### src/rtl/mem_stage_ctrl_pkg.sv
// Shared Y86 memory-stage definitions: instruction codes, status codes,
// FSM states and the decode select encodings.
package mem_stage_ctrl_pkg;

    localparam int ICODE_WID = 4;
    localparam int STAT_WID  = 4;

    typedef logic [ICODE_WID-1:0] icode_t;
    typedef logic [STAT_WID-1:0]  stat_t;

    localparam icode_t I_HALT  = 4'h0;
    localparam icode_t I_NOP   = 4'h1;
    localparam icode_t I_RRMOV = 4'h2;
    localparam icode_t I_IRMOV = 4'h3;
    localparam icode_t I_RMMOV = 4'h4;
    localparam icode_t I_MRMOV = 4'h5;
    localparam icode_t I_OPQ   = 4'h6;
    localparam icode_t I_JXX   = 4'h7;
    localparam icode_t I_CALL  = 4'h8;
    localparam icode_t I_RET   = 4'h9;
    localparam icode_t I_PUSH  = 4'hA;
    localparam icode_t I_POP   = 4'hB;

    localparam stat_t STAT_AOK = 4'h1;
    localparam stat_t STAT_HLT = 4'h2;
    localparam stat_t STAT_ADR = 4'h3;
    localparam stat_t STAT_INS = 4'h4;

    typedef enum logic [1:0] {
        S_IDLE,
        S_ACCESS,
        S_RESP,
        S_HALTED
    } state_e;

    typedef enum logic {
        ASEL_VALE,
        ASEL_VALA
    } addr_sel_e;

    typedef enum logic [1:0] {
        DSEL_NONE,
        DSEL_VALA,
        DSEL_VALP
    } data_sel_e;

    function automatic logic stat_is_ok(input stat_t s);
        return s == STAT_AOK;
    endfunction

endpackage

### src/rtl/mem_stage_ctrl_decode.sv
// Memory-op decode: address/data source and direction from the icode alone.
// Latency: combinational. Backpressure: none (pure function).
// Non-memory icodes decode to no read, no write, valE address, no data.
module mem_op_decode
    import mem_stage_ctrl_pkg::*;
(
    input  logic [ICODE_WID-1:0] icode,
    output addr_sel_e            addr_sel,
    output data_sel_e            data_sel,
    output logic                 read,
    output logic                 write
);

    always_comb begin
        addr_sel = ASEL_VALE;
        data_sel = DSEL_NONE;
        read     = 1'b0;
        write    = 1'b0;
        case (icode)
            I_RMMOV, I_PUSH: begin
                write    = 1'b1;
                data_sel = DSEL_VALA;
            end
            I_CALL: begin
                write    = 1'b1;
                data_sel = DSEL_VALP;
            end
            I_MRMOV: begin
                read = 1'b1;
            end
            // Stack pops read from the old stack pointer carried in valA.
            I_POP, I_RET: begin
                read     = 1'b1;
                addr_sel = ASEL_VALA;
            end
            default: ;
        endcase
    end

endmodule

### src/rtl/mem_stage_ctrl.sv
// Y86 memory stage: single-entry buffer driving a req/ack data-memory port.
// Latency: 1 cycle for non-memory ops, 2+k cycles for an ack after k waits.
// Backpressure: in_ready only in IDLE; result held in RESP until out_ready.
module mem_stage_ctrl
    import mem_stage_ctrl_pkg::*;
#(
    parameter int DATA_WID   = 32,
    parameter int MADDR_WID  = 32,
    parameter int ADDR_LIMIT = 1024,
    parameter int TIMEOUT    = 15
) (
    input  logic                 clk,
    input  logic                 rst_n,
    input  logic                 in_valid,
    output logic                 in_ready,
    input  logic [ICODE_WID-1:0] in_icode,
    input  logic [STAT_WID-1:0]  in_stat,
    input  logic [DATA_WID-1:0]  in_valE,
    input  logic [DATA_WID-1:0]  in_valA,
    input  logic [DATA_WID-1:0]  in_valP,
    output logic                 mem_req,
    output logic                 mem_we,
    output logic [MADDR_WID-1:0] mem_addr,
    output logic [DATA_WID-1:0]  mem_wdata,
    input  logic                 mem_ack,
    input  logic [DATA_WID-1:0]  mem_rdata,
    input  logic                 mem_err,
    output logic                 out_valid,
    input  logic                 out_ready,
    output logic [ICODE_WID-1:0] out_icode,
    output logic [DATA_WID-1:0]  out_valE,
    output logic [DATA_WID-1:0]  out_valM,
    output logic [STAT_WID-1:0]  out_stat,
    output logic                 busy,
    output logic                 halted
);

    localparam int CNT_WID = (TIMEOUT < 1) ? 1 : $clog2(TIMEOUT + 1);
    localparam int AEXT_WID = MADDR_WID + 1;
    localparam logic [CNT_WID-1:0]  CNT_MAX   = CNT_WID'(TIMEOUT);
    localparam logic [AEXT_WID-1:0] LIMIT_EXT = AEXT_WID'(ADDR_LIMIT);
    localparam logic [AEXT_WID-1:0] BYTES_EXT = AEXT_WID'(DATA_WID / 8);

    state_e                 state_q, state_d;
    logic [CNT_WID-1:0]     cnt_q, cnt_d;
    logic                   mem_req_q, mem_req_d;
    logic                   mem_we_q, mem_we_d;
    logic [MADDR_WID-1:0]   mem_addr_q, mem_addr_d;
    logic [DATA_WID-1:0]    mem_wdata_q, mem_wdata_d;
    logic                   out_valid_q, out_valid_d;
    logic [ICODE_WID-1:0]   out_icode_q, out_icode_d;
    logic [DATA_WID-1:0]    out_vale_q, out_vale_d;
    logic [DATA_WID-1:0]    out_valm_q, out_valm_d;
    logic [STAT_WID-1:0]    out_stat_q, out_stat_d;
    logic                   busy_q, busy_d;
    logic                   halted_q, halted_d;

    addr_sel_e              addr_sel;
    data_sel_e              data_sel;
    logic                   op_read;
    logic                   op_write;
    logic                   op_is_mem;
    logic [DATA_WID-1:0]    acc_addr_raw;
    logic [MADDR_WID-1:0]   acc_addr;
    logic [DATA_WID-1:0]    acc_wdata;
    logic                   addr_ok;

    mem_op_decode u_decode (
        .icode    (in_icode),
        .addr_sel (addr_sel),
        .data_sel (data_sel),
        .read     (op_read),
        .write    (op_write)
    );

    always_comb begin
        acc_addr_raw = (addr_sel == ASEL_VALA) ? in_valA : in_valE;
        acc_addr     = MADDR_WID'(acc_addr_raw);
        case (data_sel)
            DSEL_VALA: acc_wdata = in_valA;
            DSEL_VALP: acc_wdata = in_valP;
            default:   acc_wdata = '0;
        endcase
        op_is_mem = op_read | op_write;
        // One extra address bit so a near-top address cannot wrap into range.
        addr_ok   = ({1'b0, acc_addr} + BYTES_EXT) <= LIMIT_EXT;
    end

    always_comb begin
        state_d     = state_q;
        cnt_d       = cnt_q;
        mem_we_d    = mem_we_q;
        mem_addr_d  = mem_addr_q;
        mem_wdata_d = mem_wdata_q;
        out_icode_d = out_icode_q;
        out_vale_d  = out_vale_q;
        out_valm_d  = out_valm_q;
        out_stat_d  = out_stat_q;

        case (state_q)
            S_IDLE: begin
                if (in_valid) begin
                    out_icode_d = in_icode;
                    out_vale_d  = in_valE;
                    out_valm_d  = '0;
                    cnt_d       = '0;
                    if (!stat_is_ok(in_stat) || !op_is_mem) begin
                        out_stat_d = (stat_is_ok(in_stat) && in_icode == I_HALT)
                                     ? STAT_HLT : in_stat;
                        state_d    = S_RESP;
                    end else if (!addr_ok) begin
                        out_stat_d = STAT_ADR;
                        state_d    = S_RESP;
                    end else begin
                        mem_addr_d  = acc_addr;
                        mem_wdata_d = acc_wdata;
                        mem_we_d    = op_write;
                        out_stat_d  = STAT_AOK;
                        state_d     = S_ACCESS;
                    end
                end
            end
            S_ACCESS: begin
                // An ack in the final wait cycle takes priority over the abort.
                if (mem_ack) begin
                    out_valm_d = mem_we_q ? '0 : mem_rdata;
                    out_stat_d = mem_err ? STAT_ADR : STAT_AOK;
                    state_d    = S_RESP;
                end else if (cnt_q == CNT_MAX) begin
                    out_stat_d = STAT_ADR;
                    state_d    = S_RESP;
                end else begin
                    cnt_d = cnt_q + CNT_WID'(1);
                end
            end
            S_RESP: begin
                if (out_ready) begin
                    state_d = stat_is_ok(out_stat_q) ? S_IDLE : S_HALTED;
                end
            end
            S_HALTED: ;
            default: state_d = S_IDLE;
        endcase

        mem_req_d   = (state_d == S_ACCESS);
        busy_d      = (state_d == S_ACCESS);
        out_valid_d = (state_d == S_RESP);
        halted_d    = (state_d == S_HALTED);
        if (state_d != S_ACCESS) begin
            mem_we_d = 1'b0;
        end
    end

    always_ff @(posedge clk or negedge rst_n) begin
        if (!rst_n) begin
            state_q     <= S_IDLE;
            cnt_q       <= '0;
            mem_req_q   <= 1'b0;
            mem_we_q    <= 1'b0;
            mem_addr_q  <= '0;
            mem_wdata_q <= '0;
            out_valid_q <= 1'b0;
            out_icode_q <= '0;
            out_vale_q  <= '0;
            out_valm_q  <= '0;
            out_stat_q  <= STAT_AOK;
            busy_q      <= 1'b0;
            halted_q    <= 1'b0;
        end else begin
            state_q     <= state_d;
            cnt_q       <= cnt_d;
            mem_req_q   <= mem_req_d;
            mem_we_q    <= mem_we_d;
            mem_addr_q  <= mem_addr_d;
            mem_wdata_q <= mem_wdata_d;
            out_valid_q <= out_valid_d;
            out_icode_q <= out_icode_d;
            out_vale_q  <= out_vale_d;
            out_valm_q  <= out_valm_d;
            out_stat_q  <= out_stat_d;
            busy_q      <= busy_d;
            halted_q    <= halted_d;
        end
    end

    assign in_ready  = (state_q == S_IDLE);
    assign mem_req   = mem_req_q;
    assign mem_we    = mem_we_q;
    assign mem_addr  = mem_addr_q;
    assign mem_wdata = mem_wdata_q;
    assign out_valid = out_valid_q;
    assign out_icode = out_icode_q;
    assign out_valE  = out_vale_q;
    assign out_valM  = out_valm_q;
    assign out_stat  = out_stat_q;
    assign busy      = busy_q;
    assign halted    = halted_q;

endmodule
### config.mk
export PLATFORM = sky130hd
export DESIGN_NAME = mem_stage_ctrl
export DESIGN_NICKNAME = d
export VERILOG_FILES = /design/src/rtl/mem_stage_ctrl_pkg.sv /design/src/rtl/mem_stage_ctrl_decode.sv /design/src/rtl/mem_stage_ctrl.sv
export SDC_FILE = /design/constraint.sdc
export NUM_CORES = 1
export LEC_CHECK = 0
export BUFFER_PORTS_ARGS = -buffer_cell sky130_fd_sc_hd__buf_2
export CAP_MARGIN = 20
export CORE_UTILIZATION = 50
export CTS_CLUSTER_SIZE = 30
export DETAILED_ROUTE_END_ITERATION = 10
export GPL_ROUTABILITY_DRIVEN = 0
export PLACE_DENSITY = 0.84
export SLEW_MARGIN = 20
export SYNTH_ARGS = -nofsm -noshare
export SYNTH_HDL_FRONTEND = slang
export SYNTH_SLANG_ARGS = --single-unit
### constraint.sdc
create_clock -name clk -period 2.7 [get_ports clk]
set_input_delay 0.135 -clock clk [delete_from_list [all_inputs] [get_ports clk]]
set_output_delay 0.135 -clock clk [all_outputs]
set_load 0.1 [all_outputs]
==> results of run 1 <==
[cell families (layout without fill, tap and decap cells)]
group	Yosys count	in the layout
compound gates	99	99
flops	146	146
buf+inv	58	487
mux	52	52
other cells	0	1
simple gates	412	412
fa+ha+maj	4	4
xor+xnor	12	12
[state kept, by name, indices dropped and copies added, names as in the netlist, 2 cells and up]
register,count
out_valM,32
out_valE,32
out_icode,4
mem_wdata,32
mem_addr,32
state_q,2
cnt_q,4
out_stat,4
[layout make-up]
class | instances | area [um2]
well taps | 184 | 230.2
inverters | 9 | 33.78
clock buffers | 19 | 432.9
multi-input cells | 579 | 3571
flip-flops and latches | 146 | 3655
diodes | 1 | 2.502
repair buffers | 447 | 2950
fillers | 874 | 3476
clock inverters | 12 | 182.7
[what timing repair did]
item | 4_1_cts | 5_1_grt
pin swaps | 5 | 7
hold buffers | 45 | 0
gates cloned | 3 | 2
hold endpoints to repair | 117 | 0
gates resized for setup | 21 | 11
endpoints found under the setup margin | 68 | 70
buffers inserted | 8 | 4
[layout by cell type, fill, tap and decap left out, drive strengths merged, types with 4 or more instances in the layout]
master	instances
a21oi	11
a22oi	34
and2	28
and3	5
buf	399
bufinv	4
clkbuf	21
clkinv	4
dfrtp	145
dlygate4sd3	45
ha	4
inv	11
mux2	43
mux2i	9
nand2	216
nand2b	6
nand3	49
nand4	16
nor2	52
nor3	8
o21ai	15
o22ai	4
or3	8
or4b	5
xnor2	8
xor2	4
[per-stage QoR]
stage	utilization	TNS, ns
floorplan	-	-42.75
global placement	0.6636	-44.01
detailed placement	0.6636	-48.05
CTS	0.7532	-9.451
global route	0.7608	-23.33
finish	0.7608	-21.40
[final timing paths]
kind	from	endpoint	slack (ns)	cells after the start
setup / recovery	in_valE[2]	mem_addr[1]$_DFFE_PN0P_	-0.40	13
hold / removal	in_icode[0]	out_icode[0]$_DFFE_PN0P_	0.02	4
setup reg to reg	state_q[1]$_DFF_PN0_	mem_addr[1]$_DFFE_PN0P_	0.52	6
hold reg to reg	out_valE[16]$_DFFE_PN0P_	out_valE[16]$_DFFE_PN0P_	0.47	2
max in group asynchronous	rst_n	mem_wdata[3]$_DFFE_PN0P_	1.62	3
min in group asynchronous	rst_n	out_valE[27]$_DFFE_PN0P_	0.30	2
[power breakdown]
| group | switching, uW | internal [uW] |
|---|---|---|
| sequential | 285 | 2630 |
| clock | 977 | 1550 |
| combinational | 4010 | 768 |
| total | 5270 | 4940 |
[per-layer routing]
| metal | wire length [um] | part of all wire |
|---|---|---|
| met5 | 0 | 0 |
| met4 | 1444 | 0.051 |
| met3 | 3107 | 0.11 |
| met2 | 13680 | 0.48 |
| met1 | 10330 | 0.36 |
[critical path: stages]
cell,delay [ns]
buf_6,0.08
nand4_1,0.22
or4b_4,0.63
a222oi_1,0.35
buf_4,0.19
buf_4,0.11
nand2_1,0.07
mux2i_1,0.15
o31a_1,0.28
or4b_4,0.55
buf_4,0.18
clkbuf_16,0.17
mux2_4,0.30
==> flow_summary.json, run 1 <==
{
  "postSynthAreaPerCell_um2": 9.484,
  "worstSetupEndpointType": "flop",
  "dp_hpwl_um": 17550,
  "row_count": 44,
  "vias": 8175,
  "final-setup-viol-count": 70,
  "fp.dieH_um": 123.9,
  "io_buffer_count": 283,
  "drt_iter0_markers": 752,
  "synth-edff-count": 0,
  "p_per_area_nw_per_um2": 924.0,
  "root_buffer": "clkbuf_16",
  "grtUsageMet2": 0.5986,
  "cp.arrival_ns": 3.42,
  "dieArea_um2": 15340,
  "crit_path_max_fanout": 10,
  "met1_usage": 0.4094,
  "violations": "setup timing",
  "ys_types": 60,
  "wl_um": 28560,
  "ios": 284,
  "synthAdderAreaFrac": 0.006740,
  "final_hold_viol_count": 0,
  "synth-simple-area-share": 0.2543,
  "core_region_area_um2": 14530,
  "antenna_found_initial": 1,
  "synth_compound_area_frac": 0.09469,
  "max_freq_ghz": 0.3224,
  "cp.required_ns": 3.01,
  "track_usage": 0.3637,
  "dpl-instance-area_um2": 9644,
  "power.total_uw": 10220,
  "rsz0062_at_grt": "yes",
  "fin_ws_ns": -0.4015,
  "dr.pass1.iters": 5,
  "p_leak_uw": 0.006156,
  "syn_nets": 929,
  "clock_latency_ns": 0.44,
  "maxCapViolations": 0,
  "synthMuxAreaShare": 0.09857,
  "yosysTopAreaCell": "dfrtp_1",
  "layout.nets": 1346,
  "grt-ovfl-total": 0,
  "relSlewSlack": 0.5125,
  "synth_cells": 783,
  "synth_ff_type": "dfrtp_1",
  "viasPerCell": 5.852,
  "dpl_worst_slack_ns": -0.7690,
  "dp.cells": 1304,
  "use_met3": 0.1291,
  "seq_area_frac_synth": 0.4922,
  "cts_tree": "done",
  "synth-xor-area-share": 0.01415,
  "post-route-min-period_ns": 3.102,
  "drcViolationCount": 0,
  "hold_class": "in2reg",
  "design_area_um2": 11060,
  "first_global_vias": 8037,
  "final_cells": 1397,
  "area_delta_synth_final_pct": 48.91,
  "drv_slew": 0,
  "yosys_register_bits": 146,
  "cts-buffers-inserted": 17,
  "yosys.area.top_type_share": 0.4886,
  "outcome": "finished, violations left",
  "grt_max_degree": 79,
  "hold_ws_ns": 0.01536,
  "die_w_um": 123.9,
  "path_class": "in2reg",
  "cts.sinks": 146,
  "initial_core_util": 0.5109,
  "finClkSkew_ns": 0.008747,
  "clockBufferDepth": 2,
  "fin_crit_sh": 1.149,
  "worstSetupStartpointType": "primary input",
  "busiest_layer": "met2",
  "route.antenna.remaining_nets": 0,
  "layout-drive-gt1-share": 0.4101,
  "synth_top_family_by_area": "simple AND/OR/NAND/NOR gates",
  "yosysWarnings": 0,
  "clk_pin_slew_worst_paths_ns": 0.06,
  "htree_levels": 4,
  "irDropWorstVdd_mv": 0.9565,
  "synthTopCellsByArea": "dfrtp_1, nand2_1, mux2_4",
  "wire_per_inst_um": 20.44,
  "synthArstFlopShare": 1.000,
  "tightest_slew_ns": 0.7312,
  "synth.top_cells.by_count": "nand2_1, dfrtp_1, nor2_1, nand3_1, mux2_4",
  "grt_pass1_wl_um": 41500,
  "syn_area_um2": 7426,
  "yosysMostFrequentCell": "nand2_1"
}
Power figures use the tool's default switching activity.
==> inputs of run 2 (changes only) <==
--- a/config.mk
+++ b/config.mk
@@ -11,7 +11,7 @@
 export CTS_CLUSTER_SIZE = 30
 export DETAILED_ROUTE_END_ITERATION = 10
 export GPL_ROUTABILITY_DRIVEN = 0
-export PLACE_DENSITY = 0.84
+export PLACE_DENSITY = 0.81
 export SLEW_MARGIN = 20
 export SYNTH_ARGS = -nofsm -noshare
 export SYNTH_HDL_FRONTEND = slang
==> run 2 against run 1 <==
The run still ends with setup timing left. Register-to-register slack hardly changed. Largest power group unchanged. Global-route usage is 0.34 points lower. Highest routed layer unchanged. Worst setup slack worse by 0.14 ns.
==> flow_summary.json, run 2 (synthesis gave the netlist of run 1 again) <==
{
  "outcome": "finished, violations left",
  "violations": "setup timing",
  "grt_max_degree": 81,
  "final_cell_mix": "buf_2, nand2_1, dfrtp_1, buf_4, nor2_1",
  "antenna_found_initial": 0,
  "final_cells": 1395,
  "vias": 8063,
  "worstSetupEndpointType": "flop",
  "drv_slew": 0,
  "viasPerCell": 5.780,
  "die_w_um": 123.9,
  "io_buffer_count": 283,
  "path_class": "in2reg",
  "maxCapViolations": 0,
  "row_count": 44,
  "cts.sinks": 146,
  "r2r-start": "state_q[1]$_DFF_PN0_",
  "cts_tree": "done",
  "fin_ws_ns": -0.5412,
  "initial_core_util": 0.5109,
  "post-route-min-period_ns": 3.241,
  "mostFrequentLayoutCell": "buf_2",
  "p_leak_uw": 0.006132,
  "cts-buffers-inserted": 17,
  "layout-drive-gt1-share": 0.4063,
  "first_global_vias": 7938,
  "route.antenna.remaining_nets": 0,
  "min_from": "out_ready",
  "worstSetupStartpoint": "in_icode[0]",
  "ios": 284,
  "dp_hpwl_um": 17350,
  "irDropWorstVdd_mv": 0.9297,
  "hold_class": "in2reg",
  "dieArea_um2": 15340,
  "wl_um": 27900,
  "finClkSkew_ns": 0.009985,
  "htree_levels": 4,
  "final-setup-viol-count": 70,
  "track_usage": 0.3603,
  "wire_per_inst_um": 20.00,
  "dr.pass1.iters": 5,
  "crit_path_max_fanout": 8,
  "rsz0062_at_grt": "yes",
  "dp.cells": 1299,
  "fp.dieH_um": 123.9,
  "area_delta_synth_final_pct": 48.36,
  "max_freq_ghz": 0.3085,
  "core_region_area_um2": 14530,
  "clk_pin_slew_worst_paths_ns": 0.06,
  "clock_latency_ns": 0.43,
  "cp.arrival_ns": 3.55,
  "drcViolationCount": 0,
  "antenna_cells": 0,
  "root_buffer": "clkbuf_16",
  "grt-ovfl-total": 0,
  "cp.required_ns": 3.00,
  "fin_crit_sh": 1.200,
  "drt_iter0_markers": 614,
  "layout.nets": 1344,
  "p_per_area_nw_per_um2": 905.6,
  "worstSetupStartpointType": "primary input",
  "finish.utilization": 0.7580,
  "clockBufferDepth": 2,
  "tightest_slew_ns": 0.7683,
  "final_hold_viol_count": 0,
  "grt_pass1_wl_um": 41150,
  "relSlewSlack": 0.4878
}
==> run 2: cell types whose count changed in the layout (fill, tap and decap cells not counted), sizes merged <==
cell / delta
bufinv: -3
inv: +2
buf: -1
bufbuf: -1
clkinv: +1
diode: -1
dlygate4sd3: +1
==> run 2: final timing paths <==
check	end	slack, ns	cells after the start
worst max-delay path	mem_wdata[15]$_DFFE_PN0P_	-0.54	12
worst min-delay path	halted$_DFF_PN0_	0.01	3
worst max register to register	mem_wdata[15]$_DFFE_PN0P_	0.52	6
worst min register to register	out_valE[21]$_DFFE_PN0P_	0.47	2
max in group asynchronous	mem_addr[25]$_DFFE_PN0P_	1.65	3
min in group asynchronous	out_valM[3]$_DFFE_PN0P_	0.31	2
==> run 2: cell type report <==
cell class / count / area [um2]
repair buffers: 445 / 2977
clock buffers: 20 / 456.7
multi-input cells: 579 / 3542
fillers: 930 / 3517
well taps: 184 / 230.2
inverters: 9 / 33.78
flip-flops and latches: 146 / 3655
clock inverters: 12 / 122.6
==> run 2: per-layer routing <==
metal | GRT usage | vias to the layer above | share of wire
li1 | - | 3545 | -
met1 | 0.4087 | 3829 | 0.36
met2 | 0.5941 | 548 | 0.48
met3 | 0.1117 | 141 | 0.10
met4 | 0.2184 | 0 | 0.061
met5 | 0 | - | 0
==> run 2: report_power, final <==
| part | internal, uW | leakage (uW) | switching, uW |
|---|---|---|---|
| Sequential | 2630 | 0.00199 | 285 |
| Clock | 1340 | 0.000280 | 981 |
| Combinational | 764 | 0.00386 | 3980 |
| Total | 4730 | 0.00613 | 5250 |
==> run 2: worst max-delay path, cell delays in order <==
cell      delay, ns
buf_8          0.10
and3b_2        0.27
or4b_4         0.55
a222oi_1       0.40
buf_4          0.19
mux2i_1        0.21
o211ai_1       0.18
nor4b_4        0.30
or4b_4         0.58
buf_6          0.18
buf_16         0.15
mux2_4         0.29
==> run 2: repair_timing <==
| item | 4_1_cts | 5_1_grt |
|---|---|---|
| pin swaps | 8 | 1 |
| endpoints found under the setup margin | 70 | 70 |
| gates cloned | 4 | 1 |
| hold endpoints to repair | 122 | 0 |
| hold buffers | 46 | 0 |
| resized for setup | 32 | 10 |
| setup buffers | 11 | 4 |
==> run 2: per-stage QoR <==
stage	setup TNS [ns]	total power (uW)	instance area [um2]	setup WS, ns	hold slack (ns)
2_1_floorplan	-42.75	6512	7471	-0.6573	-0.1606
3_3_place_gp	-46.53	7425	9619	-0.7361	0.2333
3_5_place_dp	-60.42	7491	9619	-0.9454	0.2356
4_1_cts	-16.75	9834	10960	-0.3140	0.002450
5_1_grt	-36.18	10330	11020	-0.5902	0.01100
6_report	-32.74	9976	11020	-0.5412	0.01145
==> inputs of run 3 (changes only) <==
--- a/config.mk
+++ b/config.mk
@@ -7,12 +7,13 @@
 export LEC_CHECK = 0
 export BUFFER_PORTS_ARGS = -buffer_cell sky130_fd_sc_hd__buf_2
 export CAP_MARGIN = 20
-export CORE_UTILIZATION = 50
+export CORE_UTILIZATION = 49
 export CTS_CLUSTER_SIZE = 30
 export DETAILED_ROUTE_END_ITERATION = 10
 export GPL_ROUTABILITY_DRIVEN = 0
-export PLACE_DENSITY = 0.81
+export PLACE_DENSITY = 0.8
 export SLEW_MARGIN = 20
 export SYNTH_ARGS = -nofsm -noshare
 export SYNTH_HDL_FRONTEND = slang
+export SYNTH_HIERARCHICAL = 1
 export SYNTH_SLANG_ARGS = --single-unit
==> run 3 against run 2 <==
The flow still finishes with violations (setup timing). Clock power shrank 2%. Worst hold slack improved by 0.022 ns. Register-to-register slack gained 0.12 ns. Design area up 4.5%. Synthesized cell count is 1.3% lower. Worst setup slack better by 0.089 ns. Final cell count increased by 0.79%. Via count up 2.9%. Highest routed layer unchanged. Critical path type unchanged. Clock-buffer cell count fell by 1.
==> flow_summary.json, run 3 <==
{
  "hold_class": "in2reg",
  "r2r-start": "state_q[0]$_DFF_PN0_",
  "synth_ff_type": "dfrtp_1",
  "crit_path_max_fanout": 7,
  "grt_pass1_wl_um": 42510,
  "grt_max_degree": 55,
  "clock_latency_ns": 0.42,
  "maxCapViolations": 0,
  "worstSetupEndpointType": "flop",
  "design_area_um2": 11510,
  "sw_frac_of_total": 0.5593,
  "syn_nets": 918,
  "initial_core_util": 0.5036,
  "drcViolationCount": 0,
  "cts-buffers-inserted": 17,
  "layout.nets": 1350,
  "final-setup-viol-count": 70,
  "seqPwrFrac": 0.272,
  "p_leak_uw": 0.006062,
  "p_per_area_nw_per_um2": 979.6,
  "irDropWorstVdd_mv": 0.5952,
  "drt_iter0_markers": 733,
  "tightest_slew_ns": 0.6471,
  "max_freq_ghz": 0.3172,
  "synth_cells": 773,
  "critPathBufInv": 7,
  "grt-ovfl-total": 0,
  "yosys_register_bits": 146,
  "viasPerCell": 5.900,
  "postSynthAreaPerCell_um2": 9.505,
  "fin_crit_sh": 1.168,
  "fin_ws_ns": -0.4525,
  "clockBufferDepth": 2,
  "row_count": 44,
  "synthArstFlopShare": 1.000,
  "holdPathEnd": "out_icode[2]$_DFFE_PN0P_",
  "yosys.area.top_type_share": 0.4939,
  "rrSetupSlack_ns": 0.64,
  "vias": 8295,
  "pwr-share-clk": 0.202,
  "cts.sinks": 146,
  "area_delta_synth_final_pct": 56.66,
  "reg2reg_depth": 7,
  "ios": 284,
  "power_switching_uw": 6306,
  "synth.top_cells.by_count": "nand2_1, dfrtp_1, nor2_1, nand3_1, mux2_2",
  "first_global_vias": 8093,
  "dpl-instance-area_um2": 9508,
  "clk_pin_slew_worst_paths_ns": 0.06,
  "dp_hpwl_um": 16970,
  "synth-edff-count": 0,
  "ys_types": 66,
  "min_from": "in_icode[2]",
  "cts_tree": "done",
  "yosysMostFrequentCell": "nand2_1",
  "synthTopCellsByArea": "dfrtp_1, nand2_1, mux2_2",
  "dr.pass1.iters": 6,
  "antenna_found_initial": 3,
  "wire_per_inst_um": 20.54,
  "critical_path.cell_chain": "buf_6 -> or2b_4 -> nor2_4 -> buf_12 -> buf_8 -> nand4_1 -> a22oi_2 -> o211ai_1 -> buf_4 -> nor3_2 -> mux2i_1 -> nand4b_4 -> nor4_4 -> buf_6 -> buf_12 -> clkbuf_16 -> mux2_4",
  "rsz0062_at_grt": "yes",
  "final_cells": 1406,
  "yosysTopAreaCell": "dfrtp_1",
  "crit_path_top_delay_cell": "mux2i_1",
  "layout-drive-gt1-share": 0.4392,
  "drv_slew": 0,
  "cp_top_family": "simple AND/OR/NAND/NOR gates",
  "final_hold_viol_count": 0,
  "dieArea_um2": 15490,
  "violations": "setup timing",
  "root_buffer": "clkbuf_16",
  "cp.arrival_ns": 3.45,
  "seq_area_frac_synth": 0.4974,
  "core_region_area_um2": 14590,
  "path_class": "in2reg",
  "pwr-share-comb": 0.527,
  "worstSetupStartpointType": "primary input",
  "die_w_um": 124.5,
  "fp.dieH_um": 124.5,
  "htree_levels": 4,
  "dp.cells": 1277,
  "mostFrequentLayoutCell": "buf_2",
  "post-route-min-period_ns": 3.152,
  "cp.required_ns": 3.00,
  "nFillCells": 890,
  "wl_um": 28880,
  "timing.rr.end": "mem_we$_DFFE_PN0P_",
  "final_cell_mix": "buf_2, nand2_1, dfrtp_1, buf_4, dlygate4sd3_1",
  "hold_path_depth": 4,
  "cp_slowest_stage_delay_ns": 0.36,
  "relSlewSlack": 0.5686,
  "outcome": "finished, violations left",
  "intPower_uw": 4969,
  "yosysWarnings": 6,
  "io_buffer_count": 283,
  "syn_area_um2": 7347,
  "route.antenna.remaining_nets": 0,
  "track_usage": 0.3491,
  "finClkSkew_ns": 0.01250
}
-- run 3: cell types whose count changed after synthesis, sizes merged, moves of 4 or more --
cell	change
nand4b	+4
or3	-5
nor2b	+24
nor4	+4
mux2i	+9
and2	-25
clkbuf	-4
a21oi	+8
nand4	-9
or4b	-5
mux2	+11
nand2	-9
-- run 3: kinds of logic after synthesis --
logic type                 count (synthesis)  synth area share
and+or+nand+nor                          388            0.2423
DFF                                      146            0.4974
AOI/OAI and AO/OA                        103            0.1037
muxes                                     72            0.1073
buffers and inverters                     53           0.03457
xor gates and xnor gates                   8          0.009537
adders and majority gates                  3          0.005110
-- run 3: power by group through the flow --
stage	clock, uW	combinational [uW]	sequential [uW]
after floorplan	0	871	6740
after global placement	0	5640	3030
after detailed placement	0	5680	3060
after CTS	2290	5810	3020
after global routing	2400	6110	3120
final	2270	5940	3060
-- run 3: repair_timing --
action / 4_1_cts / 5_1_grt
setup endpoints to repair: 66 / 70
gates resized for setup: 70 / 33
hold buffers: 58 / 0
pin swaps: 9 / 11
hold endpoints to repair: 107 / 0
gates cloned: 6 / 1
setup buffers: 22 / 11
-- run 3: cell type report --
class                           instances  area [um2]  area share
Clock buffer                           19       442.9     0.03848
Timing Repair Buffer                  460        3193      0.2774
Sequential cell                       146        3655      0.3175
Multi-Input combinational cell        574        3836      0.3333
Tap cell                              184       230.2     0.02000
Clock inverter                         13       120.1     0.01044
Inverter                                6       22.52    0.001957
Antenna cell                            4       10.01   0.0008697
-- run 3: worst reg2reg max path, stage by stage (launching register included) --
cell     delay, ns
dfrtp_1       0.49
or4_1         0.55
o21ai_0       0.34
nor2_1        0.17
o21ai_0       0.19
nand2_1       0.07
nand2_1       0.08
a21oi_2       0.03
-- run 3: through the flow --
step | setup TNS [ns] | utilization | total power, uW | hold WS, ns | worst slack (ns)
floorplan | -12.10 | - | 7610 | -0.1606 | -0.2949
global placement | -43.04 | 0.6517 | 8675 | 0.1251 | -0.6754
detailed placement | -48.12 | 0.6517 | 8744 | 0.1223 | -0.7566
CTS | -8.154 | 0.7751 | 11120 | 0.003406 | -0.1927
global route | -28.62 | 0.7888 | 11630 | 0.03778 | -0.4665
finish | -27.63 | 0.7889 | 11280 | 0.03334 | -0.4525
-- run 3: worst max-delay path by stage --
stage                      startpoint                         to  slack, ns  depth (start not counted)
after floorplan           in_icode[3]    mem_addr[0]$_DFFE_PN0P_      -0.29                         14
after global placement    in_icode[2]   mem_wdata[2]$_DFFE_PN0P_      -0.68                         12
after detailed placement  in_icode[2]   mem_addr[25]$_DFFE_PN0P_      -0.76                         14
after CTS                 in_icode[2]   mem_wdata[4]$_DFFE_PN0P_      -0.19                         16
after global routing      in_icode[2]  mem_wdata[26]$_DFFE_PN0P_      -0.47                         18
final                     in_icode[2]    mem_addr[5]$_DFFE_PN0P_      -0.45                         17
-- run 3: layer usage --
layer / share of wire / global-route usage
met1: 0.38 / 0.4226
met2: 0.49 / 0.5808
met3: 0.087 / 0.07818
met4: 0.049 / 0.1836
met5: 0 / 0
